### config.mk
export PLATFORM = sky130hd
export DESIGN_NAME = wm_word_packer
export DESIGN_NICKNAME = d
export VERILOG_FILES = /design/src/rtl/wm_pkg.sv /design/src/rtl/wm_word_fifo.sv /design/src/rtl/wm_word_packer.sv
export SDC_FILE = /design/constraint.sdc
export NUM_CORES = 1
export LEC_CHECK = 0
export CAP_MARGIN = 20
export CORE_MARGIN = 4
export CORE_UTILIZATION = 44
export DETAILED_ROUTE_END_ITERATION = 10
export SLEW_MARGIN = 20
export SYNTH_ARGS = -nofsm -noshare
export SYNTH_HDL_FRONTEND = slang
export SYNTH_SLANG_ARGS = --single-unit
### constraint.sdc
create_clock -name pclk -period 20.2 [get_ports pclk]
set_clock_uncertainty 0.15 [all_clocks]
set_input_delay 6.06 -clock pclk [delete_from_list [all_inputs] [get_ports pclk]]
set_output_delay 6.06 -clock pclk [all_outputs]
set_load 0.01 [all_outputs]
### src/rtl/wm_pkg.sv
// Shared types and constants for the watermark word packer.
// Provides pixel/address widths, the default frame size, the FIFO word type
// {waddr, be, data}, the pixel assembly register type and a lane-mask helper.
package wm_pkg;

  localparam int unsigned PIX_W                = 8;
  localparam int unsigned ADDR_W               = 19;
  localparam int unsigned WADDR_W              = 17;
  localparam int unsigned LANES                = 4;
  localparam int unsigned WORD_W               = PIX_W * LANES;
  localparam int unsigned FRAME_PIXELS_DEFAULT = 307200;

  // One FIFO entry as presented on the write port.
  typedef struct packed {
    logic [WADDR_W-1:0] waddr;
    logic [LANES-1:0]   be;
    logic [WORD_W-1:0]  data;
  } wm_word_t;

  // Word under assembly. done marks it ready to be pushed on the next cycle.
  typedef struct packed {
    logic [WORD_W-1:0]  data;
    logic [LANES-1:0]   be;
    logic [WADDR_W-1:0] waddr;
    logic               valid;
    logic               done;
  } wm_asm_t;

  function automatic logic [LANES-1:0] lane_mask(input logic [1:0] lane);
    lane_mask       = '0;
    lane_mask[lane] = 1'b1;
  endfunction

endpackage

### src/rtl/wm_word_fifo.sv
// Synchronous word FIFO for the packer, first word shown from registers.
// Ports:
//   pclk_i, reset_i   clock and asynchronous active-high reset
//   push_i, wdata_i   write request; accepted when not full or popped this cycle
//   pop_i             read request; ignored when empty
//   rdata_o           head entry (all zero after reset)
//   full_o, empty_o   occupancy flags
//   level_o           registered entry count
// Depth must be a power of two so the pointers wrap naturally.
module wm_word_fifo
  import wm_pkg::*;
#(
  parameter int unsigned Depth = 8
) (
  input  logic                   pclk_i,
  input  logic                   reset_i,
  input  logic                   push_i,
  input  wm_word_t               wdata_i,
  input  logic                   pop_i,
  output wm_word_t               rdata_o,
  output logic                   full_o,
  output logic                   empty_o,
  output logic [$clog2(Depth):0] level_o
);

  localparam int unsigned PtrW = (Depth > 1) ? $clog2(Depth) : 1;
  localparam int unsigned LvlW = $clog2(Depth) + 1;
  localparam logic [LvlW-1:0] DepthLvl = LvlW'(Depth);

  wm_word_t        mem_q [Depth];
  logic [PtrW-1:0] wr_ptr_q, rd_ptr_q;
  logic [LvlW-1:0] level_q;
  logic            do_push, do_pop;

  assign empty_o = (level_q == '0);
  assign full_o  = (level_q == DepthLvl);
  assign do_pop  = pop_i && !empty_o;
  // A pop in the same cycle frees the slot, so a push into a full FIFO still lands.
  assign do_push = push_i && (!full_o || do_pop);
  assign rdata_o = mem_q[rd_ptr_q];
  assign level_o = level_q;

  always_ff @(posedge pclk_i or posedge reset_i) begin
    if (reset_i) begin
      for (int unsigned i = 0; i < Depth; i++) begin
        mem_q[i] <= '0;
      end
      wr_ptr_q <= '0;
      rd_ptr_q <= '0;
      level_q  <= '0;
    end else begin
      if (do_push) begin
        mem_q[wr_ptr_q] <= wdata_i;
        wr_ptr_q        <= wr_ptr_q + PtrW'(1);
      end
      if (do_pop) begin
        rd_ptr_q <= rd_ptr_q + PtrW'(1);
      end
      if (do_push != do_pop) begin
        level_q <= do_push ? level_q + LvlW'(1) : level_q - LvlW'(1);
      end
    end
  end

endmodule

### src/rtl/wm_word_packer.sv
// Packs the watermarked pixel stream into 32-bit words with byte enables.
// Ports:
//   pclk, reset               pixel clock, asynchronous active-high reset
//   wked_pixel(_ready/_adrr)  incoming pixel, one-cycle strobe, 19-bit address
//   wr_data/wr_be/wr_addr     packed word, byte enables, word address (adrr >> 2)
//   wr_valid, wr_ready        write-port handshake to the frame-store writer
//   fifo_level                words currently buffered
//   overflow, drop_count      sticky drop flag and saturating dropped-word count
// A word is closed by lane 3, the last pixel of the frame, or FLUSH_TIMEOUT idle
// cycles; an address jump pushes the partial word early.
module wm_word_packer
  import wm_pkg::*;
#(
  parameter int unsigned FIFO_DEPTH    = 8,
  parameter int unsigned FRAME_PIXELS  = FRAME_PIXELS_DEFAULT,
  parameter int unsigned FLUSH_TIMEOUT = 64
) (
  input  logic                        pclk,
  input  logic                        reset,
  input  logic [PIX_W-1:0]            wked_pixel,
  input  logic                        wked_pixel_ready,
  input  logic [ADDR_W-1:0]           wked_pixel_adrr,
  output logic [WORD_W-1:0]           wr_data,
  output logic [LANES-1:0]            wr_be,
  output logic [WADDR_W-1:0]          wr_addr,
  output logic                        wr_valid,
  input  logic                        wr_ready,
  output logic [$clog2(FIFO_DEPTH):0] fifo_level,
  output logic                        overflow,
  output logic [15:0]                 drop_count
);

  localparam int unsigned ToW = $clog2(FLUSH_TIMEOUT + 1);
  localparam logic [ToW-1:0]    TimeoutLast = ToW'(FLUSH_TIMEOUT);
  localparam logic [ADDR_W-1:0] FrameLast   = ADDR_W'(FRAME_PIXELS - 1);

  wm_asm_t          asm_q, asm_d;
  logic [ToW-1:0]   idle_cnt_q, idle_cnt_d;
  logic             overflow_q;
  logic [15:0]      drop_cnt_q;
  logic             push, pop, drop;
  logic             fifo_full, fifo_empty;
  wm_word_t         push_word, head_word;

  logic [1:0]         p_lane;
  logic [WADDR_W-1:0] p_waddr;
  logic               p_done;

  assign p_lane  = wked_pixel_adrr[1:0];
  assign p_waddr = wked_pixel_adrr[ADDR_W-1:2];
  assign p_done  = (p_lane == 2'd3) || (wked_pixel_adrr == FrameLast);

  always_comb begin
    asm_d      = asm_q;
    idle_cnt_d = idle_cnt_q;
    push       = 1'b0;
    if (wked_pixel_ready) begin
      idle_cnt_d = '0;
      // Finished word, or a partial word at a different address: push it and
      // start over with this pixel alone.
      if (asm_q.done || (asm_q.valid && (p_waddr != asm_q.waddr))) begin
        push       = 1'b1;
        asm_d.data = '0;
        asm_d.be   = '0;
      end
      asm_d.data[PIX_W*int'(p_lane) +: PIX_W] = wked_pixel;
      asm_d.be    = asm_d.be | lane_mask(p_lane);
      asm_d.valid = 1'b1;
      asm_d.waddr = p_waddr;
      asm_d.done  = p_done;
    end else if (asm_q.done) begin
      push       = 1'b1;
      asm_d      = '0;
      idle_cnt_d = '0;
    end else if (asm_q.valid) begin
      idle_cnt_d = idle_cnt_q + ToW'(1);
      if (idle_cnt_d == TimeoutLast) begin
        asm_d.done = 1'b1;
      end
    end
  end

  assign push_word = '{waddr: asm_q.waddr, be: asm_q.be, data: asm_q.data};
  assign wr_valid  = !fifo_empty;
  assign pop       = wr_valid && wr_ready;
  assign drop      = push && fifo_full && !pop;

  wm_word_fifo #(
    .Depth (FIFO_DEPTH)
  ) u_fifo (
    .pclk_i  (pclk),
    .reset_i (reset),
    .push_i  (push),
    .wdata_i (push_word),
    .pop_i   (pop),
    .rdata_o (head_word),
    .full_o  (fifo_full),
    .empty_o (fifo_empty),
    .level_o (fifo_level)
  );

  always_ff @(posedge pclk or posedge reset) begin
    if (reset) begin
      asm_q      <= '0;
      idle_cnt_q <= '0;
      overflow_q <= 1'b0;
      drop_cnt_q <= '0;
    end else begin
      asm_q      <= asm_d;
      idle_cnt_q <= idle_cnt_d;
      if (drop) begin
        overflow_q <= 1'b1;
        if (drop_cnt_q != 16'hFFFF) begin
          drop_cnt_q <= drop_cnt_q + 16'd1;
        end
      end
    end
  end

  assign wr_data    = head_word.data;
  assign wr_be      = head_word.be;
  assign wr_addr    = head_word.waddr;
  assign overflow   = overflow_q;
  assign drop_count = drop_cnt_q;

endmodule

==> results.cfg, run 1 <==
[outcome]
status = finished, final reports clean

[worst_setup_path]
crit_cells = 5
crit_path_end_kind = output port
worstSetupStartpointType = flip-flop
crit_chain = buf_4 > buf_4 > mux4_2 > mux2_2 > clkdlybuf4s50_1
r2r_cells = 6
cp.buffers_inverters = 3
cp_slowest_cell = dfrtp_4
max_stage_delay_ns = 0.89
cpMostUsedCell = buf_4
required_ns = 13.99
crit_type = flip-flop to output port
arrival_ns = 4.49
cp_max_fo = 43
cp_top_family = buffers and inverters

[synth]
ys_top_cells_by_area = dfrtp_1 54%, mux2_2 17%, mux4_2 10%
yosysTopAreaCellShare = 0.541
yosysSeqAreaShare = 0.541
ys_warn_count = 0
synth_fa_ha_area_frac = 0.00770
synth-seq-cells = 513
syn_nets = 1534
synth-async-reset-ratio = 1.00
yosysTopAreaCell = dfrtp_1
synth_cells = 1489
synth_top_family_by_area = multiplexers
synthMuxAreaShare = 0.346
synth_edf_count = 0
ys.flop_type = dfrtp_1
synth_simple_gate_area_frac = 0.0329
syn_avg_cell_area_um2 = 15.9
synthXorXnorAreaFrac = 0.0159
synthesis.area_um2 = 23700
synth-compound-area-share = 0.0236
ys_types = 53

[power]
p_comb_frac = 0.301
internal_power_uw = 2550
p_per_area_nw_per_um2 = 133
vdd.ir_drop.worst_mv = 0.0751
clkPwrFrac = 0.297
seq_power_share = 0.402
power_leakage_uw = 0.0127
p_switching_uw = 1060
swShare = 0.293

[die]
dieWidth_um = 240
dieHeight_um = 240
start_util = 0.448
dieArea_um2 = 57700
core-area_um2 = 53000
io_pins = 106
rows = 84

[cts]
clock_latency_ns = 0.61
hold_buffers = 0
cts_buffers = 56
clockBufferDepth = 3
cts_tree = done
post_cts_buffers = 0
cts_resized = 0
cts.sinks = 513
cts_root_buf = clkbuf_16
clk_pin_slew_ns = 0.06
h-tree-depth = 2

[global_routing]
grt_max_degree = 83
grt_pass1_wl_um = 84100
antenna_found_initial = 1
grt_pass1_vias = 13900
grt_usage = 0.188
globalRoute.totalOverflow = 0

[routing]
drtIter0Drc = 709
ant_nets = 0
post_drt_wl_per_cell_um = 23.1
viasPerCell = 5.56
drt-total-wl_um = 53200
drc = 0
dr.pass1.iters = 4
vias = 12800

[finish]
finalNetCount = 1618
drive_gt1_frac = 0.436
mostFrequentLayoutCells = 510 x dfrtp_1, 362 x mux2_2, 106 x mux4_2, 104 x clkdlybuf4s50_1, 100 x mux2_4
final_common_cell = dfrtp_1
area_growth_pct = 14.0
final_core_util = 0.511

[sta]
period_share = 0.530
rsz0062_at_grt = false
max_slew_margin = 0.281
max_freq_ghz = 0.0934
hold_viol = 0
finalCriticalPeriod_ns = 10.70
setup-tns-final_ns = 0
setup_viol = 0
drv_slew = 0
worstMarginPinSlew_ns = 1.08

[place]
dp_hpwl_um = 30100
numPortBuffers = 105
gp_congestion = 0.730

[flow_run]
cap_violations = 0

[worst_hold_path]
hp-class = flip-flop to flip-flop
whs_path_depth = 1
==> cells by family after synthesis <==
logic type / Yosys count
adder cells (fa/ha/maj): 14
multiplexers: 589
AND/OR/NAND/NOR: 144
flip-flops: 513
AO/OA/AOI/OAI: 74
buffers and inverters: 112
XOR/XNOR: 43
==> final timing paths <==
check | start | end | slack, ns
min in group asynchronous | reset | u_fifo.mem_q[7]$_DFFE_PP0P_ | 5.70
worst min register to register | u_fifo.mem_q[256]$_DFFE_PP0P_ | u_fifo.mem_q[256]$_DFFE_PP0P_ | 0.34
worst max-delay path | u_fifo.rd_ptr_q[0]$_DFFE_PP0P_ | wr_data[25] | 9.50
worst max register to register | asm_q[0]$_DFF_PP0_ | u_fifo.mem_q[169]$_DFFE_PP0P_ | 16.23
max in group asynchronous | reset | drop_count[1]$_DFFE_PP0P_ | 11.59
worst min-delay path | u_fifo.mem_q[256]$_DFFE_PP0P_ | u_fifo.mem_q[256]$_DFFE_PP0P_ | 0.34
==> power groups by stage <==
stage	clock network, µW	logic [µW]	registers (µW)
global route	1140	1160	1480
floorplan	0	860	1360
finish	1070	1080	1450
CTS	1100	1110	1450
global placement	0	1080	1450
detailed placement	0	1100	1460
==> synthesized netlist by cell type, types with 10 or more instances <==
master,count
dfrtp_1,513
mux2_2,362
mux4_2,106
mux2_4,100
nand2_1,60
xnor2_1,35
a22o_1,32
buf_2,25
clkbuf_1,25
buf_4,24
o21ai_0,24
mux2_1,19
nand3_1,17
nor2_1,15
ha_1,13
nand4_1,13
buf_6,11
buf_12,10
==> worst reg2reg max path, cell delays in order (launching register included) <==
cell and delay, ns:
dfrtp_1 0.38, clkinv_1 0.53, a31oi_4 0.31, buf_4 0.55, nand4_4 0.87, buf_4 0.65
mux2_4 0.42
==> layout make-up <==
cell class | instances | area [µm²]
well taps | 688 | 861
clock buffers | 83 | 1680
inverters | 10 | 41.3
clock inverters | 21 | 269
diodes | 1 | 2.50
multi-input cells | 864 | 10100
flip-flops and latches | 513 | 12800
repair buffers | 128 | 1230
fillers | 4455 | 25900
==> per-stage QoR <==
step,instance area [µm²],hold slack (ns),instances,worst slack (ns),power [µW]
5_1_grt,27100,0.344,2308,9.11,3780
4_1_cts,27000,0.341,2307,9.26,3660
3_5_place_dp,25100,0.327,2203,9.93,2570
3_3_place_gp,25100,0.321,2203,9.96,2540
2_1_floorplan,23700,0.309,1489,7.02,2220
6_report,27100,0.336,2308,9.50,3600
==> flip-flops by register name, indices dropped and copies added (netlist names) <==
name / flops
overflow: 1
u_fifo.rd_ptr_q: 3
drop_count: 16
asm_q: 55
u_fifo.level_o: 4
idle_cnt_q: 7
u_fifo.mem_q: 424
u_fifo.wr_ptr_q: 3
==> per-layer routing <==
layer,track usage,share of wire
met1,0.267,0.46
met2,0.308,0.49
met3,0.0294,0.028
met4,0.0449,0.020
met5,0,0
Power figures use the tool's default switching activity.
==> run 2: changes to the inputs <==
clock period = 9.8 ns   (was 20.2 ns; I/O delays follow)
==> run 2 against run 1 <==
Effect of this change: sequential share of layout area grew 0.13 points; die area is the same; register-to-register slack lost 10 ns; power grew 100%; combinational power grew 110%; critical path type unchanged; critical endpoint is now wr_be[3]; highest routed layer unchanged.
==> results.cfg, run 2 (synthesized netlist as in run 1, its figures left out) <==
[outcome]
status = finished, final reports clean

[cts]
cts_tree = done
cts.sinks = 513
hold_buffers = 0
h-tree-depth = 2
post_cts_buffers = 0
cts_root_buf = clkbuf_16
clockBufferDepth = 3
cts_buffers = 53
clock_latency_ns = 0.60
clk_pin_slew_ns = 0.06
cts_resized = 0

[worst_hold_path]
hp-class = flip-flop to flip-flop

[die]
core-area_um2 = 53000
io_pins = 106
dieWidth_um = 240
rows = 84
dieArea_um2 = 57700
dieHeight_um = 240
start_util = 0.448

[finish]
antenna_cells = 0
finalNetCount = 1611
largest_reg_flops = 424
final_core_util = 0.509
drive_gt1_frac = 0.430
largest_register = u_fifo.mem_q
final_common_cell = dfrtp_1
fillers = 4481
area_growth_pct = 13.7
mostFrequentLayoutCells = 510 x dfrtp_1, 362 x mux2_2, 106 x mux4_2, 104 x clkdlybuf4s50_1, 100 x mux2_4
final_cells = 2296

[global_routing]
antenna_found_initial = 0
globalRoute.totalOverflow = 0
grt_pass1_wl_um = 83000
grt_max_degree = 194
grt_usage = 0.184
grt_pass1_vias = 14000

[worst_setup_path]
crit_path_end_kind = output port
cp_slowest_cell = dfrtp_4
worstSetupStartpointType = flip-flop
required_ns = 6.71
r2r_slack_ns = 5.91
cp_top_family = buffers and inverters
cp.buffers_inverters = 2
crit_type = flip-flop to output port
cp_max_fo = 85
crit_chain = buf_12 > mux4_2 > mux2_2 > clkdlybuf4s50_1
max_stage_delay_ns = 0.76
arrival_ns = 3.51

[power]
vdd.ir_drop.worst_mv = 0.273
power_uw = 7330
power_leakage_uw = 0.0127
p_per_area_nw_per_um2 = 272

[routing]
ant_nets = 0
drt-total-wl_um = 51800
vias = 12800
post_drt_wl_per_cell_um = 22.6
drtIter0Drc = 575
drc = 0
viasPerCell = 5.57
dr.pass1.iters = 4

[place]
place_inst = 2198
numPortBuffers = 105
gp_congestion = 0.746
dp_hpwl_um = 29400

[sta]
period_share = 0.674
finalCriticalPeriod_ns = 6.60
hold_viol = 0
drv_slew = 0
max_slew_margin = 0.242
setup_viol = 0
finalHoldWorstSlack_ns = 0.337
max_freq_ghz = 0.151
rsz0062_at_grt = false
setup-tns-final_ns = 0
worstMarginPinSlew_ns = 1.14

[flow_run]
cap_violations = 0
run 2: cell count changes in the layout (fill, tap and decap cells not counted), moves of 3 or more:
cell,change
buf_4,-7
inv_6,-3
clkbuf_1,+4
buf_12,+4
clkbuf_16,-3
clkinv_2,-5
run 2: final timing paths:
check	from	end	depth (start not counted)
min in group asynchronous	reset	u_fifo.mem_q[319]$_DFFE_PP0P_	3
max reg2reg	asm_q[0]$_DFF_PP0_	u_fifo.mem_q[113]$_DFFE_PP0P_	6
max in group asynchronous	reset	u_fifo.mem_q[345]$_DFFE_PP0P_	5
min reg2reg	overflow$_DFFE_PP0P_	overflow$_DFFE_PP0P_	1
max	u_fifo.rd_ptr_q[0]$_DFFE_PP0P_	wr_be[3]	4
min	overflow$_DFFE_PP0P_	overflow$_DFFE_PP0P_	1
run 2: worst register-to-register path: stages (launching register included):
cell	delay [ns]
dfrtp_1	0.37
clkinv_1	0.55
a31oi_4	0.31
buf_4	0.52
nand4_4	0.83
buf_4	0.62
mux2_4	0.41
run 2: layer usage:
metal	part of all wire	track usage	wire, µm
met5	0	0	0
met2	0.48	0.302	25000
met1	0.47	0.261	24100
met3	0.033	0.0303	1700
met4	0.018	0.0409	942
run 2: final cells by class:
| type | instances | area (µm²) | area share |
|---|---|---|---|
| inverter | 10 | 41.3 | 0.00153 |
| multi-input combinational | 864 | 10100 | 0.375 |
| clock buffer | 82 | 1600 | 0.0592 |
| tap | 688 | 861 | 0.0319 |
| timing repair buffer | 124 | 1260 | 0.0466 |
| sequential | 513 | 12800 | 0.476 |
| clock inverter | 15 | 255 | 0.00946 |
run 2: report_power, final:
part | internal, µW | total, µW | leakage [µW] | switching [µW]
combinational | 1320 | 2260 | 0.00490 | 937
clock | 1280 | 2120 | 0.000912 | 844
sequential | 2590 | 2950 | 0.00685 | 364
run 2: through the flow:
stage / setup slack, ns / area (µm²)
final: 3.20 / 27000
after CTS: 3.07 / 27000
after global routing: 2.95 / 27000
after detailed placement: 3.11 / 25100
after global placement: 3.07 / 25100
after floorplan: -0.256 / 23700
